`config.mk`:
```
export PLATFORM = sky130hd
export DESIGN_NAME = dmem_arbiter_flat
export DESIGN_NICKNAME = d
export VERILOG_FILES = /design/src/rtl/dmem_arbiter_if.sv /design/src/rtl/dmem_arbiter.sv /design/src/flat_wrapper.sv
export SDC_FILE = /design/constraint.sdc
export NUM_CORES = 1
export LEC_CHECK = 0
export CAP_MARGIN = 20
export CELL_PAD_IN_SITES_DETAIL_PLACEMENT = 0
export CELL_PAD_IN_SITES_GLOBAL_PLACEMENT = 2
export CORE_ASPECT_RATIO = 1.1
export CORE_MARGIN = 1
export CORE_UTILIZATION = 16
export CTS_BUF_LIST = sky130_fd_sc_hd__clkbuf_2
export DETAILED_ROUTE_END_ITERATION = 12
export HOLD_SLACK_MARGIN = 0.05
export MAX_ROUTING_LAYER = met4
export PLACE_DENSITY = 0.83
export SYNTH_ARGS = -nofsm -noshare
export SYNTH_HDL_FRONTEND = slang
export SYNTH_SLANG_ARGS = --single-unit
```
`constraint.sdc`:
```
create_clock -name clk -period 2.19 [get_ports clk]
set_input_delay 0.5475 -clock clk [delete_from_list [all_inputs] [get_ports clk]]
set_output_delay 0.5475 -clock clk [all_outputs]
set_load 0.1 [all_outputs]
```
`src/rtl/dmem_arbiter_if.sv`:
```
// Bus bundle between the two dmem requesters, the arbiter and the data memory.
// The master side is the requester/memory environment; the slave side is the arbiter.
interface dmem_arbiter_if;
  // port 0: CPU load/store path
  logic        req0;
  logic        we0;
  logic [31:0] adr0;
  logic [31:0] wd0;
  logic        gnt0;
  logic [31:0] rd0;
  logic        rvalid0;

  // port 1: DMA / debug loader
  logic        req1;
  logic        we1;
  logic [31:0] adr1;
  logic [31:0] wd1;
  logic        lock1;
  logic        gnt1;
  logic [31:0] rd1;
  logic        rvalid1;

  // data memory side
  logic        mem_we;
  logic [31:0] mem_adr;
  logic [31:0] mem_wd;
  logic [31:0] mem_rd;

  modport slave (
    input  req0, we0, adr0, wd0,
    input  req1, we1, adr1, wd1, lock1,
    input  mem_rd,
    output gnt0, rd0, rvalid0,
    output gnt1, rd1, rvalid1,
    output mem_we, mem_adr, mem_wd
  );

  modport master (
    output req0, we0, adr0, wd0,
    output req1, we1, adr1, wd1, lock1,
    output mem_rd,
    input  gnt0, rd0, rvalid0,
    input  gnt1, rd1, rvalid1,
    input  mem_we, mem_adr, mem_wd
  );
endinterface

```
`src/rtl/dmem_arbiter.sv`:
```
// Two-port data memory arbiter: round-robin with a bounded port 1 lock and a
// port 0 starvation guard; read data comes back registered one cycle after grant.
module dmem_arbiter #(
  parameter int MAX_LOCK     = 4,
  parameter int STARVE_LIMIT = 8
) (
  input  logic           clk,
  input  logic           reset,
  dmem_arbiter_if.slave  bus
);

  localparam int LW = $clog2(MAX_LOCK) + 1;
  localparam int SW = $clog2(STARVE_LIMIT) + 1;

  // last_q = 1 means port 1 held the most recent grant
  logic          last_q,         last_d;
  logic          owner_locked_q, owner_locked_d;
  logic [LW-1:0] lockcnt_q,      lockcnt_d;
  logic [SW-1:0] starvecnt_q,    starvecnt_d;
  logic [31:0]   rd0_q,          rd0_d;
  logic [31:0]   rd1_q,          rd1_d;
  logic          rvalid0_q,      rvalid0_d;
  logic          rvalid1_q,      rvalid1_d;

  logic grant0;
  logic grant1;
  logic starve_force;
  logic lock_hold;

  assign starve_force = bus.req0 && (starvecnt_q == SW'(STARVE_LIMIT));
  // With port 0 idle the lock is unbounded; the bound only protects port 0.
  assign lock_hold    = owner_locked_q && bus.req1 &&
                        ((lockcnt_q < LW'(MAX_LOCK)) || !bus.req0);

  always_comb begin
    grant0 = 1'b0;
    grant1 = 1'b0;
    if (starve_force) begin
      grant0 = 1'b1;
    end else if (lock_hold) begin
      grant1 = 1'b1;
    end else if (bus.req0 && bus.req1) begin
      if (last_q) grant0 = 1'b1;
      else        grant1 = 1'b1;
    end else if (bus.req0) begin
      grant0 = 1'b1;
    end else if (bus.req1) begin
      grant1 = 1'b1;
    end
  end

  // Memory mux; writes are suppressed while reset is asserted.
  always_comb begin
    bus.mem_we  = 1'b0;
    bus.mem_adr = '0;
    bus.mem_wd  = '0;
    if (grant0) begin
      bus.mem_we  = bus.we0 && !reset;
      bus.mem_adr = bus.adr0;
      bus.mem_wd  = bus.wd0;
    end else if (grant1) begin
      bus.mem_we  = bus.we1 && !reset;
      bus.mem_adr = bus.adr1;
      bus.mem_wd  = bus.wd1;
    end
  end

  always_comb begin
    last_d         = last_q;
    owner_locked_d = grant1 && bus.lock1;
    lockcnt_d      = lockcnt_q;
    starvecnt_d    = starvecnt_q;
    rvalid0_d      = grant0 && !bus.we0;
    rvalid1_d      = grant1 && !bus.we1;
    rd0_d          = rd0_q;
    rd1_d          = rd1_q;

    if (grant0)      last_d = 1'b0;
    else if (grant1) last_d = 1'b1;

    if (!grant1 || !bus.lock1) begin
      lockcnt_d = '0;
    end else if (bus.req0 && (lockcnt_q < LW'(MAX_LOCK))) begin
      lockcnt_d = lockcnt_q + LW'(1);
    end

    if (grant0 || !bus.req0) begin
      starvecnt_d = '0;
    end else if (starvecnt_q < SW'(STARVE_LIMIT)) begin
      starvecnt_d = starvecnt_q + SW'(1);
    end

    if (rvalid0_d) rd0_d = bus.mem_rd;
    if (rvalid1_d) rd1_d = bus.mem_rd;
  end

  always_ff @(posedge clk) begin
    if (reset) begin
      last_q         <= 1'b1;
      owner_locked_q <= 1'b0;
      lockcnt_q      <= '0;
      starvecnt_q    <= '0;
      rd0_q          <= '0;
      rd1_q          <= '0;
      rvalid0_q      <= 1'b0;
      rvalid1_q      <= 1'b0;
    end else begin
      last_q         <= last_d;
      owner_locked_q <= owner_locked_d;
      lockcnt_q      <= lockcnt_d;
      starvecnt_q    <= starvecnt_d;
      rd0_q          <= rd0_d;
      rd1_q          <= rd1_d;
      rvalid0_q      <= rvalid0_d;
      rvalid1_q      <= rvalid1_d;
    end
  end

  assign bus.gnt0    = grant0;
  assign bus.gnt1    = grant1;
  assign bus.rd0     = rd0_q;
  assign bus.rd1     = rd1_q;
  assign bus.rvalid0 = rvalid0_q;
  assign bus.rvalid1 = rvalid1_q;

endmodule

```
`src/flat_wrapper.sv`:
```
// flat-port wrapper written by rule: the top's interface ports become plain ports
module dmem_arbiter_flat 
#(
  parameter int MAX_LOCK     = 4,
  parameter int STARVE_LIMIT = 8
)
  (clk, reset, bus_req0, bus_we0, bus_adr0, bus_wd0, bus_req1, bus_we1, bus_adr1, bus_wd1, bus_lock1, bus_mem_rd, bus_gnt0, bus_rd0, bus_rvalid0, bus_gnt1, bus_rd1, bus_rvalid1, bus_mem_we, bus_mem_adr, bus_mem_wd);
  dmem_arbiter_if bus_i ();
  input  logic clk;
  input  logic reset;
  input wire logic [$bits(bus_i.req0)-1:0] bus_req0;
  input wire logic [$bits(bus_i.we0)-1:0] bus_we0;
  input wire logic [$bits(bus_i.adr0)-1:0] bus_adr0;
  input wire logic [$bits(bus_i.wd0)-1:0] bus_wd0;
  input wire logic [$bits(bus_i.req1)-1:0] bus_req1;
  input wire logic [$bits(bus_i.we1)-1:0] bus_we1;
  input wire logic [$bits(bus_i.adr1)-1:0] bus_adr1;
  input wire logic [$bits(bus_i.wd1)-1:0] bus_wd1;
  input wire logic [$bits(bus_i.lock1)-1:0] bus_lock1;
  input wire logic [$bits(bus_i.mem_rd)-1:0] bus_mem_rd;
  output wire logic [$bits(bus_i.gnt0)-1:0] bus_gnt0;
  output wire logic [$bits(bus_i.rd0)-1:0] bus_rd0;
  output wire logic [$bits(bus_i.rvalid0)-1:0] bus_rvalid0;
  output wire logic [$bits(bus_i.gnt1)-1:0] bus_gnt1;
  output wire logic [$bits(bus_i.rd1)-1:0] bus_rd1;
  output wire logic [$bits(bus_i.rvalid1)-1:0] bus_rvalid1;
  output wire logic [$bits(bus_i.mem_we)-1:0] bus_mem_we;
  output wire logic [$bits(bus_i.mem_adr)-1:0] bus_mem_adr;
  output wire logic [$bits(bus_i.mem_wd)-1:0] bus_mem_wd;
  assign bus_i.req0 = bus_req0;
  assign bus_i.we0 = bus_we0;
  assign bus_i.adr0 = bus_adr0;
  assign bus_i.wd0 = bus_wd0;
  assign bus_i.req1 = bus_req1;
  assign bus_i.we1 = bus_we1;
  assign bus_i.adr1 = bus_adr1;
  assign bus_i.wd1 = bus_wd1;
  assign bus_i.lock1 = bus_lock1;
  assign bus_i.mem_rd = bus_mem_rd;
  assign bus_gnt0 = bus_i.gnt0;
  assign bus_rd0 = bus_i.rd0;
  assign bus_rvalid0 = bus_i.rvalid0;
  assign bus_gnt1 = bus_i.gnt1;
  assign bus_rd1 = bus_i.rd1;
  assign bus_rvalid1 = bus_i.rvalid1;
  assign bus_mem_we = bus_i.mem_we;
  assign bus_mem_adr = bus_i.mem_adr;
  assign bus_mem_wd = bus_i.mem_wd;
  dmem_arbiter #(.MAX_LOCK(MAX_LOCK), .STARVE_LIMIT(STARVE_LIMIT)) u_core (.clk(clk), .reset(reset), .bus(bus_i));
endmodule
```
==> run metrics, run 1 <==
1st-iter DRT viols=92; deepest clock path buffer count=2; CP Launch Type=flip-flop; Die Span X=149 µm; clk_skew=~0.042 ns; setup_tns=-37.65 ns; CP max FO=9; overflow left after global routing=0; post-layout util=between 30% and 40%; Syn Inst Count=379; synthesized flop and latch total=75; Adder-Cell Fraction of Synth Area=0.991%; Peak Freq=358 MHz; Setup Viol. Count Final=67; Crit. End Element=output port; CTS Buf Count=9; min Tclk post-route=between 2 and 3 ns; RSZ-0062 raised after global routing=true; Setup CP Type=flip-flop to output port; final wirelength=19,000 µm; drt pass-1 iters=6; Clock Latency Late Sink=about 0.57 ns; post-synthesis mux area share=between 10% and 20%; post-synthesis sequential area ratio=39.7%; hpwl dp=15,000 µm; post-detailed-route count of antenna-violating nets=0; io pins=300; port bufs=299; Post-Synth XOR/XNOR Area=0.463%; final std cells w/o fill=around 1,000; arrival time at the worst endpoint=2.24 ns; routed vias=~4,000; Min Hold Slack=0.383 ns; layout cells sized above 1=37.5%; clock-pin transition on the worst setup and hold timing paths=0.19 ns; worst hold path class=primary input to flip-flop; core area=0.0231 mm²; Vias/cell=4.04; initial core utilization=between 15 and 20%; post-synth cell types=32; Worst Max-Slew Pin Slew=approximately 0.31 ns; Final Total Pwr=5.33 mW; ys async rst share=0%; Mapped Avg Cell Area=9.99 µm²; Max IR drop VDD=0.456 mV; first-pass GRT wire length=approximately 27,000 µm; final hold vios=0; PwrDens=624 mW/mm²; Die H=163 µm; GP Congestion=between 0.7 and 0.8; clock tree sinks=75; initial antenna violation count=10; Slew headroom=79.3%; dpl cells=977; Routed WL per cell=approximately 19 µm; Area Overhead vs Synth=126%; die area=approximately 0.024 mm²; simple-gate share of the synthesized area=19.5%; Net count, final=864; DRC Markers=0; Synth warnings=0; status=complete, but fails checks; Synth Flop Type=dfxtp_1; Pleak=about 3.6 nW; largest family of logic cells by synthesized area=simple AND/OR/NAND/NOR gates; mapped cell area=0.00379 mm²; Compound-Gate Fraction of Synth Area=16.8%; CTS H-Tree Depth=3; FP Rows=between 50 and 60; CTS tree=yes; clock root cell=clkbuf_2; pin count of the biggest net entering global routing=89; max-cap violations=0; GRT Util Overall=15.8%; violated checks=negative setup slack; period utilization=127%; CP Data Required Time=1.64 ns; vias in the first global route=about 4,200; syn_nets=roughly 550; Post-synth EDFFs=0; max-slew violation count=0; setup ws final=-0.601 ns
[kinds of logic after synthesis]
group,after synthesis
buffers and inverters,38
AO/OA/AOI/OAI,75
XOR/XNOR,2
multiplexers,65
AND/OR/NAND/NOR,121
flip-flops,75
adder cells (fa/ha/maj),3
[layout by cell type, fill, tap and decap left out, types with 2 or more instances in the layout]
| master | count |
|---|---|
| clkinv_2 | 2 |
| buf_16 | 4 |
| buf_12 | 72 |
| nor3_1 | 3 |
| a22o_2 | 21 |
| nor2b_1 | 3 |
| dfxtp_1 | 73 |
| diode_2 | 9 |
| nand2_1 | 3 |
| nor4_1 | 2 |
| mux2i_1 | 65 |
| nand2b_1 | 97 |
| buf_4 | 86 |
| nor2_1 | 6 |
| clkbuf_2 | 10 |
| clkdlybuf4s50_1 | 164 |
| ha_1 | 2 |
| inv_1 | 3 |
| a22o_4 | 43 |
| dfxtp_2 | 2 |
| o21ai_0 | 2 |
| buf_8 | 2 |
| inv_2 | 3 |
| a21oi_1 | 2 |
| buf_6 | 4 |
[repair_timing]
| item | 4_1_cts | 5_1_grt |
|---|---|---|
| gates cloned | 3 | 1 |
| endpoints found under the setup margin | 67 | 67 |
| resized for setup | 34 | 9 |
| setup buffers | 1 | 1 |
| hold buffers | 0 | 0 |
| pin swaps | 4 | 0 |
[metal layers]
| metal | global-route usage, % | wire length [µm] |
|---|---|---|
| met5 | - | 0 |
| met2 | 28.0 | 9590 |
| met1 | 16.0 | 7150 |
| met4 | 3.80 | 167 |
| met3 | 6.76 | 2060 |
[metrics by stage]
stage | worst slack, ns | cell area, µm²
2_1_floorplan | -0.276 | 4070
3_3_place_gp | -0.658 | 8040
3_5_place_dp | -0.708 | 8040
4_1_cts | -0.750 | 8430
5_1_grt | -0.771 | 8540
6_report | -0.601 | 8540
[flip-flops by register name (all words and copies together) (netlist names)]
signal                 flops
u_core.bus.rd0            32
u_core.bus.rd1            32
u_core.starvecnt_q         4
u_core.lockcnt_q           3
u_core.bus.rvalid0         1
u_core.bus.rvalid1         1
u_core.last_q              1
u_core.owner_locked_q      1
[synth_stat cells (all sizes together) (2+ instances only)]
cell | instances | area, µm²
ha | 3 | 37.5
nor4 | 2 | 12.5
nor2b | 3 | 18.8
nor3 | 4 | 25.0
a22o | 64 | 561
dfxtp | 75 | 1500
clkbuf | 16 | 60.1
nor2 | 6 | 22.5
inv | 7 | 26.3
buf | 15 | 120
mux2i | 65 | 651
nand2 | 4 | 15.0
o21ai | 3 | 15.0
a21oi | 3 | 15.0
nand2b | 97 | 607
[layout make-up]
type / count / area [µm²]
Multi-Input combinational cell: 266 / 2530
Sequential cell: 75 / 1500
Inverter: 7 / 38.8
Fill cell: 2252 / 14500
Antenna cell: 9 / 22.5
Clock inverter: 6 / 65.1
Clock buffer: 10 / 50.0
Timing Repair Buffer: 335 / 3960
Tap cell: 300 / 375
[critical path, cell delays in order, from the launching register on]
cell and delay, ns:
dfxtp_2 0.37, inv_2 0.04, ha_4 0.15, nand4b_1 0.12
o221ai_4 0.13, or2_4 0.28, clkinv_8 0.11, clkbuf_16 0.18
a22o_2 0.16, buf_12 0.17
[power breakdown]
| group | total, mW | internal (mW) | switching [mW] |
|---|---|---|---|
| clock | 0.817 | 0.270 | 0.547 |
| combinational | 3.05 | 1.19 | 1.86 |
| sequential | 1.46 | 1.43 | 0.0339 |
| total | 5.33 | 2.89 | 2.44 |
[final timing paths]
kind	startpoint	endpoint	slack, ns	cells after the start
min reg2reg	u_core.bus.rd1[20]	u_core.bus.rd1[20]	0.49	2
max reg2reg	u_core.starvecnt_q[0]	u_core.bus.rd1[11]	0.35	9
min	bus_req0	u_core.starvecnt_q[2]	0.38	3
max	u_core.starvecnt_q[0]	bus_mem_adr[26]	-0.60	9
Note: power is estimated with default switching activity, not from simulation.
==> run 2: changes to the inputs <==
--- a/config.mk
+++ b/config.mk
@@ -13,6 +13,7 @@
 export CORE_UTILIZATION = 16
 export CTS_BUF_LIST = sky130_fd_sc_hd__clkbuf_2
 export DETAILED_ROUTE_END_ITERATION = 12
+export GPL_ROUTABILITY_DRIVEN = 0
 export HOLD_SLACK_MARGIN = 0.05
 export MAX_ROUTING_LAYER = met4
 export PLACE_DENSITY = 0.83
==> results of run 2 <==
The final DEF is identical to that of run 1; final timing and power are the same.
==> run 3: changes to the inputs <==
==> constraint.sdc (replaced) <==
create_clock -name clk -period 2.19 [get_ports clk]
set_input_delay 0.5475 -clock clk [delete_from_list [all_inputs] [get_ports clk]]
set_output_delay 0.5475 -clock clk [all_outputs]
set_load 0.05 [all_outputs]
==> run 3 against run 2 <==
Against the previous run:
- critical endpoint is now bus_mem_wd[14]
- final cell count decreased by 0.20%
- clock power increased by 0.6%
- utilization increased by 1.2 points
- sequential power about the same
- the run still ends with negative setup slack left
- die area unchanged
- critical path depth increased by 1
- first-iteration DRC count decreased by 30%
==> run metrics, run 3 (synthesis gave the netlist of run 1 again) <==
Vias/cell=approximately 4.0; core area=0.0231 mm²; Die H=163 µm; first-pass GRT wire length=27,600 µm; period utilization=129%; overflow left after global routing=0; worst hold path class=primary input to flip-flop; arrival time at the worst endpoint=2.27 ns; post-route cell area=0.00882 mm²; initial core utilization=around 16%; Worst path max stage delay=roughly 0.38 ns; CP Data Required Time=1.64 ns; multi-input logic area=about 0.0027 mm²; clock-pin transition on the worst setup and hold timing paths=0.20 ns; hpwl dp=roughly 15,000 µm; min Tclk post-route=roughly 2.8 ns; vias in the first global route=roughly 4,300; violated checks=negative setup slack; post-detailed-route count of antenna-violating nets=0; CP max FO=8; Setup CP Type=flip-flop to output port; CTS Buf Count=9; drt pass-1 iters=4; Worst R2R End=u_core.bus.rd0[22]; pin count of the biggest net entering global routing=71; GRT Util Overall=16.3%; status=complete, but fails checks; hold path depth=2; Pleak=roughly 3.8 nW; Slowest-stage cell, CP=dfxtp_2; final wirelength=19,200 µm; Worst Max-Slew Pin Slew=about 0.54 ns; clock tree sinks=75; Peak Freq=354 MHz; most frequent CP cell=buf_12; RSZ-0062 raised after global routing=true; Routed WL per cell=around 19 µm; reg2reg setup slack=about 0.35 ns; max-slew violation count=0; setup ws final=-0.632 ns; CTS tree=yes; layout cells sized above 1=28.8%; clk_skew=0.0343 ns; initial antenna violation count=5; deepest clock path buffer count=2; Clock Latency Late Sink=0.58 ns; port bufs=about 300; CP Launch Type=flip-flop; crit-path cells=inv_2 > ha_4 > nand4b_1 > o221ai_4 > or2_4 > inv_8 > buf_12 > buf_12 > a22o_4 > buf_12; commonest cells after routing, fill and taps aside=clkdlybuf4s50_1, nand2b_1, buf_12; Worst Reg-to-Reg Cells=9; clock root cell=clkbuf_2; FF-to-FF Start=u_core.starvecnt_q[1]; Max IR drop VDD=0.276 mV; 1st-iter DRT viols=64; Critical path origin=u_core.starvecnt_q[1]; Area Overhead vs Synth=133%; FP Rows=58; final hold vios=0; die area=roughly 0.024 mm²; Reg area=approximately 0.0015 mm²; Net count, final=866; Crit. End Element=output port; Die Span X=around 150 µm; Final Total Pwr=roughly 4.7 mW; Slew headroom=63.9%; io pins=300; DP Area=0.00834 mm²; CTS H-Tree Depth=3; Filler cells=2,258; most common cell after layout, fill and taps aside=clkdlybuf4s50_1; DRC Markers=0; Hold Path Origin=reset; Setup Viol. Count Final=67; routed vias=about 4,100; hold endpoint=u_core.bus.rvalid1; PwrDens=532 mW/mm²; max-cap violations=0
==> run 3: changes by cell type in the layout (fill, tap and decap cells not counted), sizes merged <==
cell,previous run,this run
clkbuf,11,10
clkinv,4,3
buf,169,110
clkdlybuf4s15,0,5
inv,7,8
dlymetal6s2s,1,0
dlygate4sd2,0,58
diode,9,5
==> run 3: metal layers <==
layer	routed length, µm	GRT usage [%]
met3	2430	7.93
met4	446	6.14
met1	7010	16.1
met2	9350	27.6
met5	0	-
==> run 3: how the worst max path moves through the flow <==
stage / cells past startpoint / endpoint
2_1_floorplan: 9 / bus_mem_adr[4]
3_3_place_gp: 8 / bus_mem_wd[0]
3_5_place_dp: 8 / bus_mem_wd[9]
4_1_cts: 10 / bus_mem_wd[14]
5_1_grt: 10 / bus_mem_wd[14]
6_report: 10 / bus_mem_wd[14]
==> run 3: area by class of cell <==
type,instances,area share [%]
Timing Repair Buffer,337,46.4
Multi-Input combinational cell,266,30.5
Sequential cell,75,17.1
Tap cell,300,4.26
Clock inverter,6,0.738
Clock buffer,10,0.568
Inverter,7,0.383
Antenna cell,5,0.142
==> run 3: report_power, final <==
part / internal [mW] / switching (mW) / total (mW)
combinational: 1.21 / 1.20 / 2.41
clock: 0.270 / 0.552 / 0.822
sequential: 1.43 / 0.0296 / 1.46
==> run 3: repair_timing <==
action / CTS / global route
hold buffers: 0 / 0
setup buffers: 6 / 1
pin swaps: 6 / 6
gates resized for setup: 111 / 12
setup endpoints to repair: 129 / 72
gates cloned: 4 / 0
==> run 3: metrics by stage <==
step	setup TNS [ns]	setup slack, ns	hold slack [ns]	util, %	cells
after floorplan	-2.94	-0.0842	0.461	-	379
after global placement	-58.27	-0.668	0.457	36.1	979
after detailed placement	-60.94	-0.725	0.459	36.1	979
after CTS	-47.08	-0.771	0.333	38.3	1005
after global routing	-48.19	-0.790	0.360	38.2	1006
final	-36.90	-0.632	0.414	38.2	1006
==> run 3: critical path: cells and delay by family, from the launching register on <==
kind | cells | cell delay (ns)
buffers and inverters | 5 | 0.52
AND/OR/NAND/NOR | 2 | 0.40
flip-flops | 1 | 0.38
AO/OA/AOI/OAI | 2 | 0.26
adder cells (fa/ha/maj) | 1 | 0.15
